===== src/rtl/fp_add_seq.sv =====
// Multi-cycle IEEE-754 single-precision adder/subtractor, start/done handshake.
// Optional macro FPADD_RNE_EN selects round-to-nearest-even instead of truncation.
module fp_add_seq #(
    parameter logic [31:0] CANON_NAN = 32'h7FC00000
) (
    input  logic        clk,
    input  logic        reset,
    input  logic        start,
    input  logic [31:0] a,
    input  logic [31:0] b,
    input  logic        sub,
    output logic        busy,
    output logic        done,
    output logic [31:0] result,
    output logic        ovf,
    output logic        inv
);
    typedef enum logic [2:0] {
        IDLE, UNPACK, ALIGN, ADD, NORM, ROUND, DONE
    } state_t;

    state_t state, state_nx;

    logic [31:0] a_r, b_r;
    logic        sub_r;
    logic        spec_r, spec_inv_r;
    logic [31:0] spec_res_r;
    logic        sign_l_r, sign_s_r;
    logic [7:0]  exp_l_r, diff_r;
    logic [26:0] man_l_r, man_s_r;
    logic [27:0] sum_r;
    logic        sign_r;
    logic        n_zero_r, n_sign_r;
    logic signed [9:0] n_exp_r;
    logic [26:0] n_man_r;

    always_ff @(posedge clk) begin
        if (reset) state <= IDLE;
        else       state <= state_nx;
    end

    always_comb begin
        state_nx = state;
        unique case (state)
            IDLE:    if (start) state_nx = UNPACK;
            UNPACK:  state_nx = ALIGN;
            ALIGN:   state_nx = ADD;
            ADD:     state_nx = NORM;
            NORM:    state_nx = ROUND;
            ROUND:   state_nx = DONE;
            DONE:    state_nx = IDLE;
            default: state_nx = IDLE;
        endcase
    end

    always_comb begin
        busy = (state != IDLE);
        done = (state == DONE);
    end

    // Unpack, special-case detection and magnitude ordering
    logic [7:0]  ea, eb;
    logic        sa, sb, za, zb, nan_a, nan_b, inf_a, inf_b, swap;
    logic        u_spec, u_inv;
    logic [31:0] u_res;

    always_comb begin
        ea    = a_r[30:23];
        eb    = b_r[30:23];
        sa    = a_r[31];
        sb    = b_r[31] ^ sub_r;
        za    = (ea == 8'd0);
        zb    = (eb == 8'd0);
        nan_a = (ea == 8'hFF) && (a_r[22:0] != 23'd0);
        nan_b = (eb == 8'hFF) && (b_r[22:0] != 23'd0);
        inf_a = (ea == 8'hFF) && (a_r[22:0] == 23'd0);
        inf_b = (eb == 8'hFF) && (b_r[22:0] == 23'd0);
        swap  = (b_r[30:0] > a_r[30:0]);
        u_spec = 1'b1;
        u_inv  = 1'b0;
        u_res  = 32'd0;
        if (nan_a || nan_b || (inf_a && inf_b && (sa != sb))) begin
            u_res = CANON_NAN;
            u_inv = 1'b1;
        end else if (inf_a) begin
            u_res = a_r;
        end else if (inf_b) begin
            u_res = {sb, b_r[30:0]};
        end else if (za && zb) begin
            u_res = {sa & sb, 31'd0};
        end else if (za) begin
            u_res = {sb, b_r[30:0]};
        end else if (zb) begin
            u_res = a_r;
        end else begin
            u_spec = 1'b0;
        end
    end

    // Align: shift smaller mantissa, collapse lost bits into sticky
    logic [26:0] ones, mask, shifted, al;
    always_comb begin
        ones    = '1;
        mask    = ~(ones << diff_r);
        shifted = man_s_r >> diff_r;
        if (diff_r >= 8'd27)
            al = {26'd0, |man_s_r};
        else
            al = {shifted[26:1], shifted[0] | (|(man_s_r & mask))};
    end

    // Normalize
    logic [4:0]        lz;
    logic signed [9:0] ne;
    logic [26:0]       nm;
    logic              nzero, nsign;
    always_comb begin
        lz = 5'd0;
        for (int i = 0; i < 27; i++)
            if (sum_r[i]) lz = 5'(26 - i);
        if (sum_r[27]) begin
            nm = {sum_r[27:2], sum_r[1] | sum_r[0]};
            ne = $signed({2'b00, exp_l_r}) + 10'sd1;
        end else begin
            nm = sum_r[26:0] << lz;
            ne = $signed({2'b00, exp_l_r}) - $signed({5'd0, lz});
        end
        nzero = 1'b0;
        nsign = sign_r;
        if (sum_r == 28'd0) begin
            nzero = 1'b1;
            nsign = 1'b0;
        end else if (ne <= 10'sd0) begin
            nzero = 1'b1;
        end
    end

    // Round
    logic        inc, r_ovf;
    logic [24:0] rm;
    logic [22:0] rf;
    logic signed [9:0] re;
    logic [31:0] r_res;
    always_comb begin
`ifdef FPADD_RNE_EN
        inc = n_man_r[2] & (n_man_r[1] | n_man_r[0] | n_man_r[3]);
`else
        inc = 1'b0;
`endif
        rm = {1'b0, n_man_r[26:3]} + {24'd0, inc};
        if (rm[24]) begin
            rf = rm[23:1];
            re = n_exp_r + 10'sd1;
        end else begin
            rf = rm[22:0];
            re = n_exp_r;
        end
        r_ovf = 1'b0;
        if (n_zero_r) begin
            r_res = {n_sign_r, 31'd0};
        end else if (re >= 10'sd255) begin
            r_res = {n_sign_r, 8'hFF, 23'd0};
            r_ovf = 1'b1;
        end else begin
            r_res = {n_sign_r, re[7:0], rf};
        end
    end

    always_ff @(posedge clk) begin
        unique case (state)
            IDLE: if (start) begin
                a_r   <= a;
                b_r   <= b;
                sub_r <= sub;
            end
            UNPACK: begin
                spec_r     <= u_spec;
                spec_inv_r <= u_inv;
                spec_res_r <= u_res;
                sign_l_r   <= swap ? sb : sa;
                sign_s_r   <= swap ? sa : sb;
                exp_l_r    <= swap ? eb : ea;
                diff_r     <= swap ? (eb - ea) : (ea - eb);
                man_l_r    <= swap ? {1'b1, b_r[22:0], 3'b000}
                                   : {1'b1, a_r[22:0], 3'b000};
                man_s_r    <= swap ? {1'b1, a_r[22:0], 3'b000}
                                   : {1'b1, b_r[22:0], 3'b000};
            end
            ALIGN: man_s_r <= al;
            ADD: begin
                sign_r <= sign_l_r;
                if (sign_l_r == sign_s_r)
                    sum_r <= {1'b0, man_l_r} + {1'b0, man_s_r};
                else
                    sum_r <= {1'b0, man_l_r} - {1'b0, man_s_r};
            end
            NORM: begin
                n_man_r  <= nm;
                n_exp_r  <= ne;
                n_zero_r <= nzero;
                n_sign_r <= nsign;
            end
            default: ;
        endcase
    end

    always_ff @(posedge clk) begin
        if (reset) begin
            result <= 32'd0;
            ovf    <= 1'b0;
            inv    <= 1'b0;
        end else if (state == IDLE && start) begin
            ovf <= 1'b0;
            inv <= 1'b0;
        end else if (state == ROUND) begin
            result <= spec_r ? spec_res_r : r_res;
            ovf    <= spec_r ? 1'b0 : r_ovf;
            inv    <= spec_r ? spec_inv_r : 1'b0;
        end
    end
endmodule


===== config.mk =====
export PLATFORM = sky130hd
export DESIGN_NAME = fp_add_seq
export DESIGN_NICKNAME = d
export VERILOG_FILES = /design/src/rtl/fp_add_seq.sv
export SDC_FILE = /design/constraint.sdc
export NUM_CORES = 1
export LEC_CHECK = 0
export BUFFER_PORTS_ARGS = -buffer_cell sky130_fd_sc_hd__clkbuf_2
export CORE_ASPECT_RATIO = 0.75
export CORE_UTILIZATION = 42
export DETAILED_ROUTE_END_ITERATION = 6
export GPL_ROUTABILITY_DRIVEN = 0
export HOLD_SLACK_MARGIN = 0.1
export MAX_ROUTING_LAYER = met4
export PLACE_DENSITY = 0.63
export SLEW_MARGIN = 15
export SYNTH_ARGS = -nofsm -noshare
export SYNTH_HDL_FRONTEND = slang
export SYNTH_SLANG_ARGS = --single-unit

===== constraint.sdc =====
create_clock -name clk -period 5.3 [get_ports clk]
set_input_delay 1.06 -clock clk [delete_from_list [all_inputs] [get_ports clk]]
set_output_delay 1.06 -clock clk [all_outputs]
set_load 0.02 [all_outputs]

# Word level (Yosys, flattened, before mapping)
# Index checks and enable logic that the tools add are counted.
# word_totals
latch_bits	0
romBits	0
reg_bits	275
in_bits	68
output_inout_bits	36
mem_count	0
ramBits	0
# op_classes
reduce_logical	26
bitwise	7
muxes	55
n_mul	0
n_addsub	6
order_cmp	4
n_shift	3
div	0
n_eq_ne	11
# ops
operator	count
$mux W32	6
$mux W5	27
$mux W26	3
$mux W31	2
$pmux W27 S2	1
$reduce_or A27 Y1	2
$logic_not A23 Y1	2
$reduce_bool A23 Y1	2
$gt A31 B31 Y1	1
$add A27 B27 Y28	1
$logic_not A28 Y1	1
$mux W28	1
$sub A27 B27 Y28	1
$and A27 B27 Y27	1
$mux W27	1
$not A27 Y27	1
$shl A27 B5 Y26	1
$shl A27 B8 Y27 const A	1
$shr A27 B8 Y27	1
$pmux W3 S6	1
$eq A8 B8 Y1 const B	2
$logic_not A8 Y1	2
$mux W8	2
$sub A8 B8 Y8	2
other kinds (26)	47

# Longest topological paths before layout
# logic_depth
ltp_word	31
ltp_mapped	18

# Worst setup path before layout
# No wires, ideal clock.
# synth_timing
path_type	flip-flop to flip-flop
startpoint	register state[0]
endpoint	register diff_r[0], enable pin
arrival_time_ns	3.781
required_time_ns	4.791
setup_time_ns	0.509
slack_ns	1.010
synth_period_minus_slack_ns	4.290
stages_incl_launch_ff	4
path_buffers	1
path_cell_list	dfxtp_1 -> clkbuf_1 -> nand2_1 -> nor2_1
# synth_via
elab_chain_len	1
# synth_lines
element	line	text
start, declared	22	state_t state, state_nx;
start signal, assigned	39	else state <= state_nx;
$eq A3 B1 Y1	170	unique case (state)
end signal, assigned	183	diff_r <= swap ? (eb - ea) : (ea - eb);
end, declared	29	logic [7:0] exp_l_r, diff_r;
# No other way between the ends.
# A chain may end at the register's enable or synchronous reset.

# Final worst setup path
# layout_timing
startpoint	register man_s_r[4]
endpoint	register sum_r[26] (data pin)
# layout_via
elab_chain_len	2
elab_cells_between_ends	3
cone_classes	add/sub (2); mux (1)
# layout_lines
element	line	text
start, declared	30	logic [26:0] man_l_r, man_s_r;
start signal, assigned	186	man_s_r <= swap ? {1'b1, a_r[22:0], 3'b000}
start signal, assigned	189	ALIGN: man_s_r <= al;
$sub A27 B27 Y28 / $add A27 B27 Y28 (equally long branches)	195, 193	
$mux W28 *	192	if (sign_l_r == sign_s_r)
end signal, assigned	193	sum_r <= {1'b0, man_l_r} + {1'b0, man_s_r};
end signal, assigned	195	sum_r <= {1'b0, man_l_r} - {1'b0, man_s_r};
end, declared	31	logic [27:0] sum_r;
# Every way passes the cells marked *; elsewhere a longest branch is shown, timed or not.

==> reports/results.ini <==
[outcome]
status = finished, violations left
violations = design-rule violations

[timing]
setup_tns_ps = 0
tightest_slew_ps = 968
skew_ps = 13.4
hold_violations = 0
holdWs_ps = 472
finalSetupViolations = 0
timing.final.max_slew_violations = 0
setup_ws_ps = 554
rsz0062_at_grt = no
fmax_ghz = 0.211
post-route-min-period_ps = 4750
relSlewSlack_pct = 35.3
timing.final.crit_share_pct = 89.5

[cts]
hold_buffers = 0
clkSinkCount = 268
clock_path_buffers = 3
post_cts_resized = 0
cts.clk_slew.worst_paths_ps = 60
cts_tree = done
cts_setup_buffers = 0
insertion_delay_ps = 560
cts_root_buffer = clkbuf_16
htreeDepth = 1
numCtsBuffers = 28

[power_and_ir_drop]
leakagePower_nw = 6.89
ir_worst_vdd_mv = 0.281
power_density_nw_per_um2 = 348
power_mw = 6.51

[logic_synthesis]
synthFlopType = edfxtp_1
syn_inst = 1713
syn-cell-area_um2 = 16700
ys_types = 81
synth_largest_area_cell = edfxtp_1
avgSynthCellArea_um2 = 9.72
synth.top_cell.area_share_pct = 41.7
synth-edff-count = 231
synth-seq-cells = 268
yosysWarnings = 0
synth_nets = 1854
synth-async-reset-ratio_pct = 0
synthTopCellsByArea = edfxtp_1, ha_1, dfxtp_1
ys_seq_area_share_pct = 46.1

[critical_path]
r2r_end = sum_r[26]
critPathLaunchType = register
crit_start = man_s_r[4]
r2r_cells = 14
cp.depth = 14
crit_slowest_cell = or3_2
crit_family = simple AND/OR/NAND/NOR gates
critPathBufInv = 0
r2r-start = man_s_r[4]
crit_fanout = 7
critPathArrivalTime_ps = 5040
max_stage_delay_ps = 510
path_cells = or3_1 -> or4_1 -> or3_2 -> o41ai_1 -> xnor2_1 -> ha_1 -> a21o_1 -> a21oi_1 -> o21ai_0 -> a41oi_1 -> nor4b_1 -> o41ai_1 -> a21oi_1 -> xnor2_1
r2r_slack_ps = 550
setup.worst_path.class = register to register
cp.required_ps = 5600
endpoint_kind = register

[global_routing]
gr-total-overflow = 0
grt_pass1_vias = 13007
grt_max_degree = 74
antenna_found_initial = 1
grt_pass1_wl_um = 79400
grt_usage_pct = 26.3

[floorplanning]
start_util_pct = 43.0
core_um2 = 38700
io_pins = 104
die_w_um = 232
die_area_um2 = 40500
die_height_um = 174
row_count = 62

[place]
dp_cells = 2253
place_area_um2 = 17700
io_buffers = 103
post-place-ws_ps = 591
post-dp-hpwl_um = 39700

[drt]
drt_iter0_markers = 2520
dr.pass1.iters = 7
wire_per_inst_um = 22.9
drt-vias-per-instance = 6.32
drc = 5
num_vias = 14568
postRouteAntennaNets = 0
wirelength_um = 52800

[cells_and_area]
drive_above_1_share_pct = 13.6
fin_nets = 1912
area_delta_synth_final_pct = 12.1
final_util_pct = 48.2
finalNonFillerCells = 2306
final_cell_mix = edfxtp_1, nor2_1, nand2_1
fin_area_um2 = 18700
final_common_cell = edfxtp_1

[worst_hold_path]
holdCritPathClass = register to register
hold_depth = 2
holdPathEnd = result[29]
hp-start = result[29]

[run]
drv_cap = 0

==> cell type report <==
| type | instances | area (um^2) |
|---|---|---|
| Timing Repair Buffer | 132 | 746 |
| Sequential cell | 268 | 7680 |
| Inverter | 90 | 338 |
| Antenna cell | 1 | 2.50 |
| Fill cell | 3572 | 20000 |
| Clock buffer | 30 | 729 |
| Clock inverter | 22 | 272 |
| Multi-Input combinational cell | 1251 | 8270 |
| Tap cell | 512 | 641 |
==> cells in the mapped netlist (all sizes together) (16+ instances only) <==
cell type and number:
a211oi 25, o211ai 16, nor2 172, a21o 17, a21oi 117, xnor2 45
clkbuf 85, nand2 125, o22ai 30, a22oi 41, inv 87, a221o 17
a221oi 29, xor2 18, nand3 54, o31ai 16, mux2 34, buf 19
mux2i 31, ha 69, dfxtp 37, nor3 56, a31oi 26, edfxtp 231
o21ai 116, nor4 18, nand4 20
==> per-layer routing <==
metal,vias up,GRT usage [%],part of all wire (%)
met5,-,-,0
met3,101,5.12,11
met1,6922,40.3,46
met4,0,5.07,2.0
met2,909,35.7,41
li1,6636,-,-
==> registers in the layout, summed over array words and instances (netlist names), 3 cells and up <==
register and flops:
a_r 32, b_r 32, diff_r 8, exp_l_r 8, man_l_r 23, man_s_r 27, n_exp_r 10, n_man_r 23
result 32, spec_res_r 32, state 3, sum_r 28
==> kinds of logic (layout without fill, tap and decap cells) <==
group | count (synthesis) | after routing | synth area share (%)
mux | 70 | 70 | 4.88
fa+ha+maj | 73 | 73 | 5.67
flops | 268 | 268 | 46.1
other cells | 0 | 1 | 0
xor+xnor | 63 | 63 | 3.36
compound gates | 519 | 519 | 20.6
buf+inv | 194 | 274 | 4.61
simple gates | 526 | 526 | 14.8
==> power breakdown <==
| part | total, mW | switching (mW) | leakage [nW] | internal [mW] |
|---|---|---|---|---|
| Clock | 2.13 | 0.846 | 0.480 | 1.29 |
| Sequential | 2.76 | 0.219 | 2.44 | 2.54 |
| Combinational | 1.61 | 0.976 | 3.97 | 0.635 |
| Total | 6.51 | 2.04 | 6.89 | 4.46 |
==> worst register-to-register path, delay by kind of cell (launching register included) <==
family | cells | cell delay [ps]
XOR/XNOR | 2 | 250
adder cells (fa/ha/maj) | 1 | 290
AND/OR/NAND/NOR | 4 | 1780
flip-flops | 1 | 500
AO/OA/AOI/OAI | 7 | 1650
==> worst max path at each step <==
stage          slack (ps)   endpoint
6_report              550  sum_r[26]
5_1_grt               240  sum_r[26]
3_3_place_gp          760  sum_r[26]
2_1_floorplan        1010  diff_r[0]
4_1_cts               560  sum_r[26]
3_5_place_dp          590  sum_r[26]
No activity file was read; power rests on OpenSTA's default activity.
